===== src/rtl/serializer_piso.sv =====
// Parallel-in/serial-out stage: takes an N-bit word over valid/ready and emits one bit per clock.
// Define SERIALIZER_PARITY_EN to append one even-parity bit to every frame.
module serializer_piso #(
    parameter int N         = 32,
    parameter bit MSB_FIRST = 1'b1
) (
    input  logic         clk,
    input  logic         rst,
    input  logic [N-1:0] in_data,
    input  logic         in_valid,
    output logic         in_ready,
    output logic         sout,
    output logic         sout_valid,
    output logic         busy,
    output logic         frame_done
);

`ifdef SERIALIZER_PARITY_EN
    localparam int L = N + 1;
`else
    localparam int L = N;
`endif
    localparam int CW = $clog2(N + 2);
    localparam logic [CW-1:0] LAST_IDX = CW'(L - 1);

    typedef enum logic {IDLE, SHIFT} state_t;

    state_t        state_q, state_n;
    logic [CW-1:0] cnt_q, cnt_n, cnt_inc;
    logic [N-1:0]  shreg_q, shreg_n;
    logic          sout_n, valid_n, fd_n;
    logic          last_bit, accept;
`ifdef SERIALIZER_PARITY_EN
    logic          par_q, par_n;
`endif

    assign last_bit = (state_q == SHIFT) && (cnt_q == LAST_IDX);
    assign in_ready = !rst && ((state_q == IDLE) || last_bit);
    assign accept   = in_valid && in_ready;

    // Outputs are computed one cycle ahead so sout/flags come straight from flops.
    always_comb begin
        state_n = state_q;
        cnt_n   = cnt_q;
        shreg_n = shreg_q;
        cnt_inc = cnt_q + 1'b1;
        sout_n  = 1'b0;
        valid_n = 1'b0;
        fd_n    = 1'b0;
`ifdef SERIALIZER_PARITY_EN
        par_n   = par_q;
`endif
        if (accept) begin
            state_n = SHIFT;
            cnt_n   = '0;
            valid_n = 1'b1;
            sout_n  = MSB_FIRST ? in_data[N-1] : in_data[0];
            shreg_n = MSB_FIRST ? {in_data[N-2:0], 1'b0} : {1'b0, in_data[N-1:1]};
`ifdef SERIALIZER_PARITY_EN
            par_n   = ^in_data;
`endif
        end else if (state_q == SHIFT) begin
            if (last_bit) begin
                state_n = IDLE;
                cnt_n   = '0;
                shreg_n = '0;
            end else begin
                cnt_n   = cnt_inc;
                valid_n = 1'b1;
                fd_n    = (cnt_inc == LAST_IDX);
                sout_n  = MSB_FIRST ? shreg_q[N-1] : shreg_q[0];
                shreg_n = MSB_FIRST ? {shreg_q[N-2:0], 1'b0} : {1'b0, shreg_q[N-1:1]};
`ifdef SERIALIZER_PARITY_EN
                if (cnt_inc == CW'(N)) begin
                    sout_n = par_q;
                end
`endif
            end
        end
    end

    always_ff @(posedge clk) begin
        if (rst) begin
            state_q    <= IDLE;
            cnt_q      <= '0;
            shreg_q    <= '0;
            sout       <= 1'b0;
            sout_valid <= 1'b0;
            busy       <= 1'b0;
            frame_done <= 1'b0;
`ifdef SERIALIZER_PARITY_EN
            par_q      <= 1'b0;
`endif
        end else begin
            state_q    <= state_n;
            cnt_q      <= cnt_n;
            shreg_q    <= shreg_n;
            sout       <= sout_n;
            sout_valid <= valid_n;
            busy       <= (state_n == SHIFT);
            frame_done <= fd_n;
`ifdef SERIALIZER_PARITY_EN
            par_q      <= par_n;
`endif
        end
    end

endmodule


===== config.mk =====
export PLATFORM = sky130hd
export DESIGN_NAME = serializer_piso
export DESIGN_NICKNAME = d
export VERILOG_FILES = /design/src/rtl/serializer_piso.sv
export SDC_FILE = /design/constraint.sdc
export NUM_CORES = 1
export LEC_CHECK = 0
export CAP_MARGIN = 20
export CORE_MARGIN = 3
export CORE_UTILIZATION = 47
export CTS_CLUSTER_DIAMETER = 150
export CTS_CLUSTER_SIZE = 40
export DETAILED_ROUTE_END_ITERATION = 10
export GPL_TIMING_DRIVEN = 1
export PLACE_DENSITY = 0.77
export SLEW_MARGIN = 25
export SYNTH_ARGS = -nofsm -noshare
export SYNTH_HDL_FRONTEND = slang
export SYNTH_SLANG_ARGS = --single-unit

===== constraint.sdc =====
create_clock -name clk -period 1.6 [get_ports clk]
set_input_delay 0.4 -clock clk [delete_from_list [all_inputs] [get_ports clk]]
set_output_delay 0.4 -clock clk [all_outputs]
set_load 0.02 [all_outputs]

Word level (Yosys, flattened, before mapping)
Index checks and enable logic that the tools add are counted.
{"block": "op_classes", "mux": 10, "bitwise_logic": 1, "reduce_logical": 8, "add_sub_neg": 1, "eq_ne": 2}
{"cell": "32-bit 2-to-1 mux", "n": 3}
{"cell": "6-bit by 5-bit equality test with 1-bit output (second input constant)", "n": 2}
{"cell": "6-bit by 1-bit adder with 6-bit output (second input constant)", "n": 1}
{"cell": "1-bit 2-to-1 mux", "n": 6}
{"cell": "6-bit 2-to-1 mux", "n": 1}
{"cell": "4-bit OR reduction", "n": 1}
{"cell": "1-bit logical AND", "n": 3}
{"cell": "2-bit nonzero test", "n": 1}
{"cell": "2-bit OR reduction", "n": 1}
{"cell": "1-bit logical NOT", "n": 1}
{"cell": "1-bit logical OR", "n": 1}
{"cell": "1-bit inverter", "n": 1}
{"block": "totals", "inputBits": 35, "wordCells": 28, "register_bits": 41}

Depth between registers and ports, before layout
Gate-level depths: netlist of the first run.
{"block": "depth", "ltp_word": 6, "depth_mapped": 5, "depth_no_buf": 5}

Worst setup path before layout of the first run
No wires, ideal clock.
{"block": "synth_path", "kind": "register -> output", "start": "register cnt_q[1]", "end": "output in_ready", "t_arrival_ps": 1408, "path_buffers": 1, "slack_ps": -208, "required_ps": 1200, "stages_incl_launch_ff": 6, "cell_sequence": "dfxtp_1 > ha_1 > nand3_4 > o21a_4 > buf_6 > nor2_1"}
{"block": "synth_between", "elab_chain_len": 4}
{"element": "start: declaration", "line": "29", "rtl": "logic [CW-1:0] cnt_q, cnt_n, cnt_inc;"}
{"element": "start signal: assignment", "line": "96", "rtl": "cnt_q <= cnt_n;"}
{"element": "6-bit by 5-bit equality test with 1-bit output", "line": "37", "rtl": "assign last_bit = (state_q == SHIFT) && (cnt_q == LAST_IDX);"}
{"element": "1-bit logical AND", "line": "37"}
{"element": "1-bit logical OR", "line": "38", "rtl": "assign in_ready = !rst && ((state_q == IDLE) || last_bit);"}
{"element": "1-bit logical AND", "line": "38"}
{"element": "end: declaration", "line": "11", "rtl": "output logic in_ready,"}
Every way passes these cells.

Worst setup path in the final report of the first run
{"block": "layout_path", "start": "register cnt_q[0]", "end": "output in_ready"}
Same word-level chain as after synthesis.

==> flow_metrics.tcl, run 1 <==
set metrics [dict create \
    status "finished, violations left" \
    violations "setup timing" \
    power_density_nw_per_um2 773 \
    crit_slowest_cell "dfxtp_4" \
    fin_setup_tns_ps -86.7 \
    ys_seq_area_frac 0.353 \
    postRouteAntennaNets 0 \
    fillers 368 \
    crit_chain "ha_4, nand3_4, o21a_4, nor2_4, buf_6" \
    finalClockSkew_ps 9.10 \
    die_x_um 75.5 \
    die_h_um 75.5 \
    netSwitchingFraction 0.272 \
    critPathKind "register to output pin" \
    vdd_drop_max_uv 549 \
    critPathRequiredTime_ps 1200 \
    dpl.hpwl_um 3730 \
    p_total_mw 2.25 \
    cts_tree "done" \
    cts_hold_buf 0 \
    seqPwrFrac 0.490 \
    clk_latency_ps 290 \
    final_common_cell "dfxtp_1" \
    htreeDepth 2 \
    cp-start-kind "register" \
    synth.ff_latch_count 40 \
    period_needed_ps 1690 \
    p_switching_uw 613 \
    critical_path.max_stage_delay_ps 380 \
    synth_nets 276 \
    cpLargestDelayFamily "flip-flops" \
    wl_um 5780 \
    path_clk_slew_ps 80 \
    vias_per_cell 6.44 \
    synth_edf_count 0 \
    relSlewSlack 0.661 \
    p_int_mw 1.64 \
    rsz0062_at_grt "true" \
    ys_warn_count 0 \
    dieArea_um2 5700 \
    drt_iter0_drc 190 \
    io_pins 40 \
    hp-class "register to register" \
    crit_path_max_fanout 4 \
    antenna_found_initial 0 \
    end_kind "output pin" \
    drc 0 \
    finalCritPeriodShare 1.05 \
    setup_ws_ps -86.7 \
    io_buffers 39 \
    worst_ep_arrival_time_ps 1290 \
    clkPwrFrac 0.303 \
    cts-root-buf "clkbuf_8" \
    core-area_um2 4500 \
    grt_overflow_total 0 \
    hold_violations 0 \
    maxSlewViolCount 0 \
    startpoint "cnt_q[0]" \
    drt_first_pass_iters 4 \
    stdcell_area_um2 2910 \
    max_cap_violations 0 \
    cts.sinks 40 \
    syn_avg_cell_area_um2 9.50 \
    wl_per_cell_um 17.5 \
    hold_start "shreg_q[31]" \
    final_nets 314 \
    cts_setup_buffers 0 \
    fp-row-count 24 \
    worstMarginPinSlew_ps 508 \
    whs_ps 494 \
    grt_usage 0.218 \
    antennaDiodeCount 0 \
    async_flop_share 0 \
    mostFrequentLayoutCells "38 x dfxtp_1, 35 x a21oi_1, 33 x clkdlybuf4s50_1" \
    ys_types 36 \
    cts_buffers 5 \
    floorplan.initialDensity 0.504 \
    syn_to_final_growth_pct 28.2 \
    place_congestion 0.731 \
    syn_area_um2 2270 \
    syn_inst 239 \
    synthFlopType "dfxtp_1" \
    regArea_um2 806 \
    r2r_start "cnt_q[0]" \
    setup_violations 1 \
    grt_max_degree 36 \
    grt_pass1_vias 2071 \
    multi_input_area_um2 1320 \
    grt_pass1_wl_um 9630 \
    combPwrFrac 0.207 \
    leakagePower_nw 1.12 \
    cts_max_path_buffers 2 \
    drive_above_1_share 0.245 \
    vias 2124 \
    place_area_um2 2810 \
    crit_buf_inv 1 \
    fmax_mhz 593 \
]
-- cells in the mapped netlist, types with 2 or more instances --
master,count,area [um^2]
clkbuf_1,21,78.8
nor2_1,34,128
nand3b_1,2,15.0
o2111ai_1,31,272
dfxtp_1,40,801
ha_1,2,25.0
a21oi_1,35,175
nand3_1,3,15.0
buf_1,3,11.3
o41ai_2,27,439
inv_1,2,7.51
o41ai_1,3,26.3
buf_2,5,25.0
nand2_1,3,11.3
nand2b_1,2,12.5
mux2i_1,2,20.0
buf_6,3,33.8
xor2_1,3,26.3
-- path summary, 6_finish.rpt --
path / slack [ps] / end / cells past startpoint
min reg2reg: 490 / sout / 2
max: -90 / in_ready / 5
max reg2reg: 20 / shreg_q[9] / 5
min: 490 / sout / 2
-- cells by family after synthesis --
| group | Yosys count | share of synthesized area |
|---|---|---|
| AO/OA/AOI/OAI | 104 | 0.432 |
| XOR/XNOR | 3 | 0.0116 |
| multiplexers | 2 | 0.00882 |
| flip-flops | 40 | 0.353 |
| AND/OR/NAND/NOR | 52 | 0.110 |
| buffers and inverters | 36 | 0.0739 |
| adder cells (fa/ha/maj) | 2 | 0.0110 |
-- tightest hold or removal path: cells and delay by family (launching register included) --
family        cells  cell delay (ps)
simple gates      1               50
mux               1               70
flops             1              320
-- metrics by stage --
step,utilization,instances,setup slack [ps]
finish,0.646,330,-86.7
global route,0.646,330,-141
CTS,0.644,330,-98.9
detailed placement,0.624,322,-342
global placement,0.624,322,-299
floorplan,-,239,6.20
-- area by class of cell --
type,instances,share of cell area
multi-input combinational,163,0.455
sequential,40,0.277
timing repair buffer,64,0.211
clock buffer,8,0.0310
tap,52,0.0224
inverter,3,0.00387
-- power by group through the flow --
stage / logic (mW) / clock network (mW) / registers [mW]
finish: 0.465 / 0.682 / 1.10
floorplan: 0.281 / 0 / 1.12
CTS: 0.463 / 0.700 / 1.10
detailed placement: 0.464 / 0 / 1.12
global placement: 0.457 / 0 / 1.12
global route: 0.506 / 0.732 / 1.11
-- sequential cells by signal (all words and copies together), names as in the netlist --
name and cells:
frame_done 1, shreg_q 31, cnt_q 6, sout 1
state_q 1
-- metal layers --
layer	up-vias	wire length (um)	track usage
li1	1021	-	-
met1	1021	2540	0.279
met2	62	2790	0.350
met3	20	252	0.0541
met4	0	193	0.0913
met5	-	0	0
-- repair_timing --
| item | in CTS | in global routing |
|---|---|---|
| pin swaps | 1 | 0 |
| endpoints found under the setup margin | 35 | 25 |
| gates resized for setup | 12 | 3 |
(Power assumes the default switching activity.)
==> run 2: changes to the inputs <==
- CTS_CLUSTER_DIAMETER: 150 -> 30
==> results of run 2 <==
Same layout as run 1: the final DEF is identical, and so are final timing and power.
==> edit, RTL diff (settings of run 1) <==
Set the parameter `N` to 64 (it was 32).
--- a/src/rtl/serializer_piso.sv
+++ b/src/rtl/serializer_piso.sv
@@ -3,3 +3,3 @@
 module serializer_piso #(
-    parameter int N         = 32,
+    parameter int N         = 64,
     parameter bit MSB_FIRST = 1'b1
Interface: changed (resized in_data); port bits go from 40 to 72. The function was not compared with the original's and may differ.
==> edit against run 1 <==
  * The run still ends with negative setup slack left
  * Global-route usage up 0.91 points
  * Combinational power grew 70%
  * Design area grew 82%
  * Worst setup slack got worse by 59 ps
  * Clock skew fell by 1.1 ps
  * Sequential power increased by 84%
  * Synthesized area rose by 68%
  * Critical endpoint unchanged
  * Sequential cell count increased by 33
  * Wire length increased by 82%
  * Power up 100%
==> edit: results (changes against run 1) <==
| Metric | Value |
|---|---|
| Clock group | 1.76 mW (was 0.682 mW) |
| Met2 wire length | 5270 µm (was 2790 µm) |
| Net switching power | 1.16 mW (was 0.613 mW) |
| Crit path max fanout | 2 (was 4) |
| H-tree depth | 3 (was 2) |
| Met3 wire length | 608 µm (was 252 µm) |
| Clk tree area frac | 4.59% (was 3.10%) |
| Gate count after technology mapping | 439 (was 239) |
| Synth cell count leaders | dfxtp_1, nand2_1, a21oi_1 (was dfxtp_1, a21oi_1, nor2_1) |
| CP max stage cell | dfxtp_2 (was dfxtp_4) |
| Multiplexer share of the synthesized area | 0.524% (was 0.882%) |
| Area share of fa/ha/maj cells after synthesis | 0.655% (was 1.10%) |
| Pre-CTS WS | -224 ps (was -342 ps) |
| Post-synthesis compound-gate area fraction | 30.1% (was 43.2%) |
| Nets | 597 (was 314) |
| Data buffer area share | 23.1% (was 21.1%) |
| Final Non-Filler Cells | 635 (was 330) |
| Synthesis-to-finish area growth | 38.5% (was 28.2%) |
| GRT Util Overall | 22.7% (was 21.8%) |
| Worst ir drop on vdd | 0.547 mV (was 0.549 mV) |
| Post CTS Setup Buffer Count | 2 (was 0) |
| Pwr/cell area | 863 nW/µm² (was 773 nW/µm²) |
| Wirelength per Cell | 16.5 µm (was 17.5 µm) |
| Failing checks | negative setup slack (unchanged) |
| Share of cells above drive strength 1 | 24.8% (was 24.5%) |
| Setup WS post-layout | -146 ps (was -86.7 ps) |
| Post-Syn Nets | 508 (was 276) |
| Non-CTS buffers | 119 (was 64) |
| Final setup vio count | 36 (was 1) |
| Clk_lat worst skew | 350 ps (was 290 ps) |
| HPWL after DPL | 6770 µm (was 3730 µm) |
| Routed metal-1 wire length | 4400 µm (was 2540 µm) |
| Fraction of area in registers | 27.7% (about the same) |
| I/O Buffers | 71 (was 39) |
| Total CTS buffers | 9 (was 5) |
| Clk sink count | 73 (was 40) |
| Post-synthesis cell type count | 47 (was 36) |
| GP Congestion | 0.838 (was 0.731) |
| Worst path max stage delay | 340 ps (was 380 ps) |
| Detailed Route Iter0 Violations | 150 (was 190) |
| Largest regs | shreg_q: 63 flops, cnt_q: 7 flops (was shreg_q: 31 flops, cnt_q: 6 flops) |
| Comb_multi_in | 312 (was 163) |
| Status | finished, violations left (unchanged) |
| Setup TNS | -2760 ps (was -86.7 ps) |
| Dominant cells by area after synthesis | dfxtp_1, a21oi_1, nand2b_1 (was dfxtp_1, o41ai_2, o2111ai_1) |
[edit: cell count changes after synthesis, moves of 27 or more]
cell | run 1 | this run
nand2_1 | 3 | 44
dfxtp_1 | 40 | 73
o2111ai_1 | 31 | 0
nand2b_1 | 2 | 29
o41ai_2 | 27 | 0
[edit: final timing paths]
kind	to	cells after the start	slack (ps)	startpoint
setup / recovery	in_ready	5	-150	cnt_q[0]$_SDFFE_PP0P_
hold / removal	shreg_q[29]$_SDFFE_PP0P_	2	440	shreg_q[28]$_SDFFE_PP0P_
setup reg to reg	shreg_q[35]$_SDFFE_PP0P_	8	-120	cnt_q[0]$_SDFFE_PP0P_
hold reg to reg	shreg_q[29]$_SDFFE_PP0P_	2	440	shreg_q[28]$_SDFFE_PP0P_
[edit: metal layers]
metal | global-route usage [%] | vias to the layer above
met5 | 0 | -
met4 | 9.48 | 0
met3 | 5.47 | 18
met2 | 38.1 | 113
met1 | 27.7 | 1698
li1 | - | 1742
